**config.mk**
```make
export PLATFORM = sky130hd
export DESIGN_NAME = nco_mc
export DESIGN_NICKNAME = d
export VERILOG_FILES = /design/src/rtl/nco_mc.sv
export SDC_FILE = /design/constraint.sdc
export NUM_CORES = 1
export LEC_CHECK = 0
export CAP_MARGIN = 20
export CORE_ASPECT_RATIO = 1.1
export CORE_UTILIZATION = 24
export DETAILED_ROUTE_END_ITERATION = 8
export GPL_ROUTABILITY_DRIVEN = 0
export PLACE_DENSITY_LB_ADDON = 0.08
export SYNTH_ARGS = -nofsm -noshare
export SYNTH_HDL_FRONTEND = slang
export SYNTH_SLANG_ARGS = --single-unit
```
**constraint.sdc**
```tcl
create_clock -name clk -period 5.13 [get_ports clk]
set_clock_uncertainty 0.15 [all_clocks]
set_input_delay 0.513 -clock clk [delete_from_list [all_inputs] [get_ports clk]]
set_output_delay 0.513 -clock clk [all_outputs]
set_load 0.05 [all_outputs]
```
**src/rtl/nco_mc.sv**
```systemverilog
`default_nettype none
// nco_mc: multi-channel quadrature NCO built around one shared quarter-wave sine table.
// Optional phase dither is enabled with NCO_DITHER_EN. Rev 1.0
module nco_mc #(
  parameter int NUM_CH         = 2,
  parameter int PHASE_ACC_BITS = 24,
  parameter int LUT_ADDR_BITS  = 8,
  parameter int LUT_DATA_BITS  = 8,
  parameter int CH_BITS        = (NUM_CH > 1) ? $clog2(NUM_CH) : 1
) (
  input  logic                                 clk,
  input  logic                                 rst,
  input  logic                                 en,
  input  logic                                 sync_clr,
  input  logic                                 cfg_valid,
  output logic                                 cfg_ready,
  input  logic [CH_BITS-1:0]                   cfg_ch,
  input  logic                                 cfg_sel,
  input  logic [PHASE_ACC_BITS-1:0]            cfg_data,
  input  logic                                 cfg_commit,
  output logic                                 cfg_err,
  output logic                                 out_valid,
  output logic [NUM_CH*(LUT_DATA_BITS+1)-1:0]  I,
  output logic [NUM_CH*(LUT_DATA_BITS+1)-1:0]  Q
);

  localparam int PA        = PHASE_ACC_BITS;
  localparam int AW        = LUT_ADDR_BITS;
  localparam int DW        = LUT_DATA_BITS;
  localparam int OW        = LUT_DATA_BITS + 1;
  localparam int TBL       = 1 << LUT_ADDR_BITS;
  localparam int FRAC_BITS = PA - 2 - AW;

  // Table entry from a fixed-point (Q30) Taylor series of sin at the bin centre.
  function automatic logic [LUT_DATA_BITS-1:0] lut_entry(input int idx);
    longint x;
    longint term;
    longint sum;
    x    = (64'sd3373259426 * longint'(2 * idx + 1)) >>> (LUT_ADDR_BITS + 2);
    term = x;
    sum  = x;
    for (int k = 1; k <= 8; k++) begin
      term = (term * x) >>> 30;
      term = (term * x) >>> 30;
      term = -(term / longint'((2 * k) * (2 * k + 1)));
      sum  = sum + term;
    end
    sum = (sum * longint'((1 << LUT_DATA_BITS) - 1) + (64'sd1 <<< 29)) >>> 30;
    return sum[LUT_DATA_BITS-1:0];
  endfunction

  logic [DW-1:0] lut [TBL];

  for (genvar t = 0; t < TBL; t++) begin : g_lut
    localparam logic [DW-1:0] C_VAL = lut_entry(t);
    assign lut[t] = C_VAL;
  end

  logic cfg_fire;
  logic cfg_err_q;
  logic v0_q, v1_q, v2_q, v3_q;

  assign cfg_ready = rst & ~cfg_commit;
  assign cfg_fire  = cfg_valid & cfg_ready;
  assign cfg_err   = cfg_err_q;
  assign out_valid = v3_q;

  always_ff @(posedge clk or negedge rst) begin
    if (!rst) begin
      cfg_err_q <= 1'b0;
      v0_q      <= 1'b0;
      v1_q      <= 1'b0;
      v2_q      <= 1'b0;
      v3_q      <= 1'b0;
    end else begin
      if (cfg_fire && (int'(cfg_ch) >= NUM_CH)) cfg_err_q <= 1'b1;
      v0_q <= en;
      v1_q <= v0_q;
      v2_q <= v1_q;
      v3_q <= v2_q;
    end
  end

  logic [PA-1:0] dither;
`ifdef NCO_DITHER_EN
  localparam int DITH_BITS = (FRAC_BITS > 16) ? 16 : FRAC_BITS;
  logic [15:0] lfsr_q;

  always_ff @(posedge clk or negedge rst) begin
    if (!rst) lfsr_q <= 16'hACE1;
    else if (en) lfsr_q <= {1'b0, lfsr_q[15:1]} ^ (lfsr_q[0] ? 16'hB400 : 16'h0000);
  end

  assign dither = {{(PA - DITH_BITS){1'b0}}, lfsr_q[DITH_BITS-1:0]};
`else
  assign dither = '0;
`endif

  for (genvar c = 0; c < NUM_CH; c++) begin : g_ch
    logic [PA-1:0]        inc_sh_q, off_sh_q, inc_q, off_q, acc_q, ph_q, ph_d;
    logic [1:0]           ph_quad;
    logic [AW-1:0]        ph_f;
    logic [FRAC_BITS-1:0] ph_frac_unused;
    logic [1:0]           quad1_q, quad2_q;
    logic [AW-1:0]        sin_addr_q, cos_addr_q;
    logic [DW-1:0]        sin_mag_q, cos_mag_q;
    logic signed [OW-1:0] sin_pos, cos_pos, i_q, q_q;
    logic                 wr_hit;

    assign wr_hit  = cfg_fire && (int'(cfg_ch) == c);
    assign ph_d    = acc_q + off_q + dither;
    assign {ph_quad, ph_f, ph_frac_unused} = ph_q;
    assign sin_pos = {1'b0, sin_mag_q};
    assign cos_pos = {1'b0, cos_mag_q};

    // ph_q is the issue stage; the odd quadrants walk the table backwards.
    always_ff @(posedge clk or negedge rst) begin
      if (!rst) begin
        inc_sh_q   <= '0;
        off_sh_q   <= '0;
        inc_q      <= '0;
        off_q      <= '0;
        acc_q      <= '0;
        ph_q       <= '0;
        quad1_q    <= '0;
        quad2_q    <= '0;
        sin_addr_q <= '0;
        cos_addr_q <= '0;
        sin_mag_q  <= '0;
        cos_mag_q  <= '0;
        i_q        <= '0;
        q_q        <= '0;
      end else begin
        if (wr_hit && !cfg_sel) inc_sh_q <= cfg_data;
        if (wr_hit && cfg_sel)  off_sh_q <= cfg_data;
        if (cfg_commit) begin
          inc_q <= inc_sh_q;
          off_q <= off_sh_q;
        end
        if (sync_clr) acc_q <= '0;
        else if (en)  acc_q <= acc_q + inc_q;
        if (en) ph_q <= ph_d;
        if (v0_q) begin
          quad1_q    <= ph_quad;
          sin_addr_q <= ph_quad[0] ? ~ph_f : ph_f;
          cos_addr_q <= ph_quad[0] ? ph_f : ~ph_f;
        end
        if (v1_q) begin
          quad2_q   <= quad1_q;
          sin_mag_q <= lut[sin_addr_q];
          cos_mag_q <= lut[cos_addr_q];
        end
        if (v2_q) begin
          q_q <= quad2_q[1] ? -sin_pos : sin_pos;
          i_q <= (quad2_q[1] ^ quad2_q[0]) ? -cos_pos : cos_pos;
        end
      end
    end

    assign I[c*OW +: OW] = i_q;
    assign Q[c*OW +: OW] = q_q;
  end

endmodule
`default_nettype wire

```
== After elaboration in Yosys (flattened, before gate mapping) ==
Memories as Yosys holds them, arrays and structs flattened. A register that Yosys moved wholly into a read port is not among the register bits.
Cells that the tools add are included.
W data, S select, Z words.

* Flip-flop bits (word level): 368
* Bits in read-only memories: 8,192
* Bits of input ports: 32
* Output and inout bits: 39
* Memories kept: 4

{| class="wikitable"
|+ Memory list
! memory !! depth !! width !! read ports !! clocked after Yosys merged registers in !! wr ports !! RTL line !! RTL
|-
| (no name shown) || 256 || 8 || 1 || 1 || 0 || 151 || <nowiki>cos_mag_q <= lut[cos_addr_q];</nowiki>
|-
| (no name shown) || 256 || 8 || 1 || 1 || 0 || 150 || <nowiki>sin_mag_q <= lut[sin_addr_q];</nowiki>
|-
| (no name shown) || 256 || 8 || 1 || 1 || 0 || 151 ||
|-
| (no name shown) || 256 || 8 || 1 || 1 || 0 || 150 ||
|}

* Add/subtract/negate cells: 8
* Muxes and demuxes: 12
* Bitwise logic cells: 12
* Reductions and logical operators: 12

{| class="wikitable"
|+ Operators by type and width
! operator !! number
|-
| $add A24 B24 Y24 || 4
|-
| $mux W24 || 4
|-
| $mux W9 || 4
|-
| $neg A8 Y9 || 4
|-
| $not A8 Y9 || 4
|-
| $mux W8 || 4
|-
| $not A8 Y8 || 2
|-
| $logic_and A1 B1 Y1 || 6
|-
| $logic_not A1 Y1 || 5
|-
| $and A1 B1 Y1 || 2
|-
| $not A1 Y1 || 2
|-
| $reduce_bool A2 Y1 || 1
|-
| $xor A1 B1 Y1 || 2
|}

== Longest topological paths before layout ==
* Depth in word-level cells: 5
* Depth in mapped cells: 13
* Gate-level depth less buffers: 10

== Worst setup path after synthesis ==
OpenSTA, ideal clock, no wires.

* Path kind: in2reg
* Start: input cfg_commit
* End: register g_ch[0].inc_sh_q[10]
* Setup time: 0.125 ns
* Data arrival time: 2.753 ns
* Path slack: 2.102 ns
* Stages on the path: 6
* Buffers on the path: 2
* Cells stage by stage: clkbuf_1 > nor2b_1 > nand2_1 > nor3_1 > buf_2 > mux2_2

* Word-level cells in the longest chain between the ends: 5

{| class="wikitable"
|+ RTL lines
! element !! RTL line !! RTL
|-
| from (decl) || 20 || <nowiki>input logic cfg_commit,</nowiki>
|-
| $not A1 Y1 || 63 || <nowiki>assign cfg_ready = rst & ~cfg_commit;</nowiki>
|-
| $and A1 B1 Y1 || 63 ||
|-
| via cfg_ready || 16 || <nowiki>output logic cfg_ready,</nowiki>
|-
| $and A1 B1 Y1 || 64 || <nowiki>assign cfg_fire = cfg_valid & cfg_ready;</nowiki>
|-
| $logic_and A1 B1 Y1 || 110 || <nowiki>assign wr_hit = cfg_fire && (int'(cfg_ch) == c);</nowiki>
|-
| $logic_and A1 B1 Y1 || 134 || <nowiki>if (wr_hit && !cfg_sel) inc_sh_q <= cfg_data;</nowiki>
|-
| to (signal assigned) || 134 ||
|-
| to (decl) || 100 || <nowiki>logic [PA-1:0] inc_sh_q, off_sh_q, inc_q, off_q, acc_q, ph_q, ph_d;</nowiki>
|}

The timed path passes the listed nets, and every way through them passes these cells.
A chain may end at the register's enable or synchronous reset.

== Worst setup path in the final report ==
* Start: register g_ch[0].sin_addr_q[1]
* End: register g_ch[0].sin_mag_q[0]

* Word-level cells in the longest chain between the ends: 1

{| class="wikitable"
|+ RTL lines
! element !! RTL line !! RTL
|-
| from (decl) || 105 || <nowiki>logic [AW-1:0] sin_addr_q, cos_addr_q;</nowiki>
|-
| from (signal assigned) || 145 || <nowiki>sin_addr_q <= ph_quad[0] ? ~ph_f : ph_f;</nowiki>
|-
| $not A8 Y9 (not written as such) || 150 ||
|-
| to (decl) || 106 || <nowiki>logic [DW-1:0] sin_mag_q, cos_mag_q;</nowiki>
|}

Every way passes these cells.

==> flow_summary.yaml <==
worst_setup_path:
  reg2reg_slack_ns: 1.49
  cp.depth: 10
  cp-startpoint: "g_ch[0].sin_addr_q[1]$_DFFE_PN0P_"
  slowest_stage: "dfrtp_1"
  critical_path_required_ns: 5.45
  cp_cell_sequence: "inv_1, ha_1, nor2_1, a211oi_1, a211oi_1, a21oi_1, nand2_1, o21ai_0, mux4_2, mux2_2"
  worstSetupPathType: "register to register"
  path_delay_family: "flip-flops"
  crit_fanout: 23
  ff2ff_path_depth: 10
  slowest_delay_ns: 0.82
  cp.buffers_inverters: 1
  critPathCaptureType: "register"
  r2r_end: "g_ch[0].sin_mag_q[0]$_DFFE_PN0P_"
  worstPathArrival_ns: 3.96
  cp-start-kind: "register"
  cp-endpoint: "g_ch[0].sin_mag_q[0]$_DFFE_PN0P_"
  r2r-start: "g_ch[0].sin_addr_q[1]$_DFFE_PN0P_"
  cp_common_cell: "a211oi_1"
sta:
  setup_violations: 0
  slew_headroom_pct: 32.35
  worst_slew_pin_slew_ns: 1.015
  hold_violations: 0
  layout_worst_path_cycle_share_pct: 70.86
  fin_setup_tns_ns: 0
  rsz0062_at_grt: "false"
  post-route-min-period_ns: 3.635
  slew_violations: 0
  timing.fmax_mhz: 275.1
  timing.hold.ws_ns: 0.1422
logic_synthesis:
  synth.area.top_cells: "dfrtp_1 (38%), mux2_2 (10%), ha_1 (7.0%)"
  yosysTopAreaCell: "dfrtp_1"
  seq_area_frac_synth_pct: 37.70
  async_flop_share_pct: 100.0
  ys.flop_type: "dfrtp_1"
  synthCells: 2679
  synth_top_cell_area_share_pct: 37.70
  synth_edf_count: 0
  ys_warn_count: 1
  syn-cell-area_mm2: 0.02469
  syn_avg_cell_area_um2: 9.217
  ys_seq_elements: 372
  synth.distinct_cells: 88
  synth_nets: 2851
grt:
  grt_pass1_wl_um: 121200
  grt_antenna_before_repair: 4
  grt_usage_pct: 14.53
  grt_max_degree: 118
  overflow: 0
  grt_pass1_vias: 20340
floorplanning:
  dieArea_mm2: 0.1042
  core_area_mm2: 0.1022
  start_util_pct: 24.16
  fp.dieH_um: 338.4
  rows: 123
  die_width_um: 307.8
  ios: 71
cells_and_area:
  antenna_cells: 0
  stdcell_area_mm2: 0.02824
  areaGrowthSynthToFinish_pct: 14.37
  nets: 2817
  drive_gt1_share_pct: 14.84
detailed_routing:
  num_vias: 20270
  ant_nets: 0
  drtIter0Drc: 1553
  wire_per_inst_um: 18.83
  via_per_inst: 4.996
  finalWirelength_um: 76410
  post-route-drc-count: 0
  drt_pass1_iterations: 5
min_path:
  whs_path_depth: 2
  hp-class: "input port to register"
flow_run:
  max_cap_violations: 0
clock_tree:
  cts_tree: "yes"
  cts.repair.resized: 0
  cts.sinks: 372
  cts_buffer_depth: 3
  cts_hold_buf: 1
  insertion_delay_ns: 0.62
  cts-root-buf: "clkbuf_16"
  clk_pin_slew_ns: 0.06
  post_cts_buffers: 0
  cts_made_buffers: 47
  htree_num_levels: 2
placed_design:
  hpwl_um: 52540
  portBuffers: 69
  place_area_mm2: 0.02663
run_status:
  outcome: "completed"
power:
  p_int_mw: 10.19
  max-vdd-ir-drop_v: 0.0002504
  p_per_area_mw_per_mm2: 673.6
  combPwrFrac_pct: 55.1
  seqPwrFrac_pct: 26.9
  p_clk_share_pct: 18.1
  fin_total_pwr_mw: 19.02
  p_leak_nw: 11.64
  swShare_pct: 46.42
  switchingPower_mw: 8.832
## synthesized netlist by cell type, drive strengths merged, types with 8 or more instances
library cell  count
xnor2            65
a211o             8
a2111oi           8
mux2i            48
nand2           199
o21ai           219
a31oi            41
buf              66
clkbuf          127
nor3             51
dfrtp           372
nand2b           36
and3              8
a21boi           11
o221ai            9
a221oi           19
inv              68
o21a             23
o31ai            23
nand4            17
a211oi           56
nor2            254
o311ai           24
and2             11
nand3            41
a21o             23
mux4             16
or3              15
a21oi           236
mux2            231
o211ai           41
o22ai             8
a311oi           11
ha              138
nor2b            40
xor2             21
## layer usage
metal / routed length [um] / part of all wire (%) / up-vias / GRT usage [%]
met2: 36190 / 47 / 424 / 24.21
li1: - / - / 9724 / -
met3: 2782 / 3.6 / 94 / 1.978
met1: 36020 / 47 / 10020 / 19.70
met4: 1373 / 1.8 / 6 / 3.483
met5: 41 / 0.054 / - / 0
## sequential cells by signal, summed over array words and instances, names as in the netlist, 4 cells and up
name             cells
g_ch.inc_sh_q       48
g_ch.cos_mag_q      16
g_ch.ph_q           20
g_ch.i_q            18
g_ch.q_q            18
g_ch.off_sh_q       48
g_ch.quad2_q         4
g_ch.quad1_q         4
g_ch.sin_addr_q     16
g_ch.acc_q          48
g_ch.inc_q          48
g_ch.off_q          48
g_ch.sin_mag_q      16
g_ch.cos_addr_q     16
## logic make-up after synthesis
group / count (synthesis) / synth area share, %
fa+ha+maj: 140 / 7.155
mux: 295 / 13.94
buf+inv: 264 / 4.312
flops: 372 / 37.70
other cells: 1 / 0.01519
xor+xnor: 86 / 3.050
simple gates: 704 / 12.93
compound gates: 817 / 20.90
## cells in the final DEF (no fill, tap or decap), types with 48 or more instances in the layout
master	netlist	layout
clkdlybuf4s50_1	0	65
xnor2_1	65	65
dfrtp_1	372	369
a211oi_1	56	56
mux2_2	230	230
o21ai_0	216	216
inv_1	65	65
nor3_1	51	50
nor2_1	254	254
a21oi_1	234	234
ha_1	138	138
clkbuf_16	0	48
mux2i_1	48	48
nand2_1	199	199
## final cells by class
type / instances / area [um^2]
fill: 10970 / 73950
multi-input combinational: 2043 / 14330
sequential: 372 / 9313
tap: 1375 / 1720
clock buffer: 59 / 1303
timing repair buffer: 110 / 1008
clock inverter: 27 / 300.3
inverter: 71 / 266.5
## per-stage QoR
step | util (%) | setup slack (ns) | std cells
floorplan | - | 2.102 | 2679
global placement | 26.06 | 1.523 | 3970
detailed placement | 26.06 | 1.517 | 3970
CTS | 27.64 | 1.495 | 4057
global route | 27.64 | 1.157 | 4057
finish | 27.64 | 1.495 | 4057
## worst min path at each step
stage / to / start
3_5_place_dp: g_ch[0].sin_mag_q[5]$_DFFE_PN0P_ / rst
2_1_floorplan: g_ch[0].acc_q[0]$_DFFE_PN0P_ / rst
4_1_cts: g_ch[0].acc_q[18]$_DFFE_PN0P_ / sync_clr
6_report: g_ch[0].acc_q[18]$_DFFE_PN0P_ / sync_clr
5_1_grt: g_ch[0].acc_q[18]$_DFFE_PN0P_ / sync_clr
3_3_place_gp: g_ch[0].sin_mag_q[5]$_DFFE_PN0P_ / rst
## power groups by stage
stage                     sequential, mW  clock [mW]  combinational [mW]
after global placement              5.18           0                10.5
after global routing                5.32        3.71                11.6
final                               5.12        3.43                10.5
after detailed placement            5.21           0                10.4
after CTS                           5.16        3.60                10.5
after floorplan                     5.03           0                7.73
No activity file was read; power rests on OpenSTA's default activity.
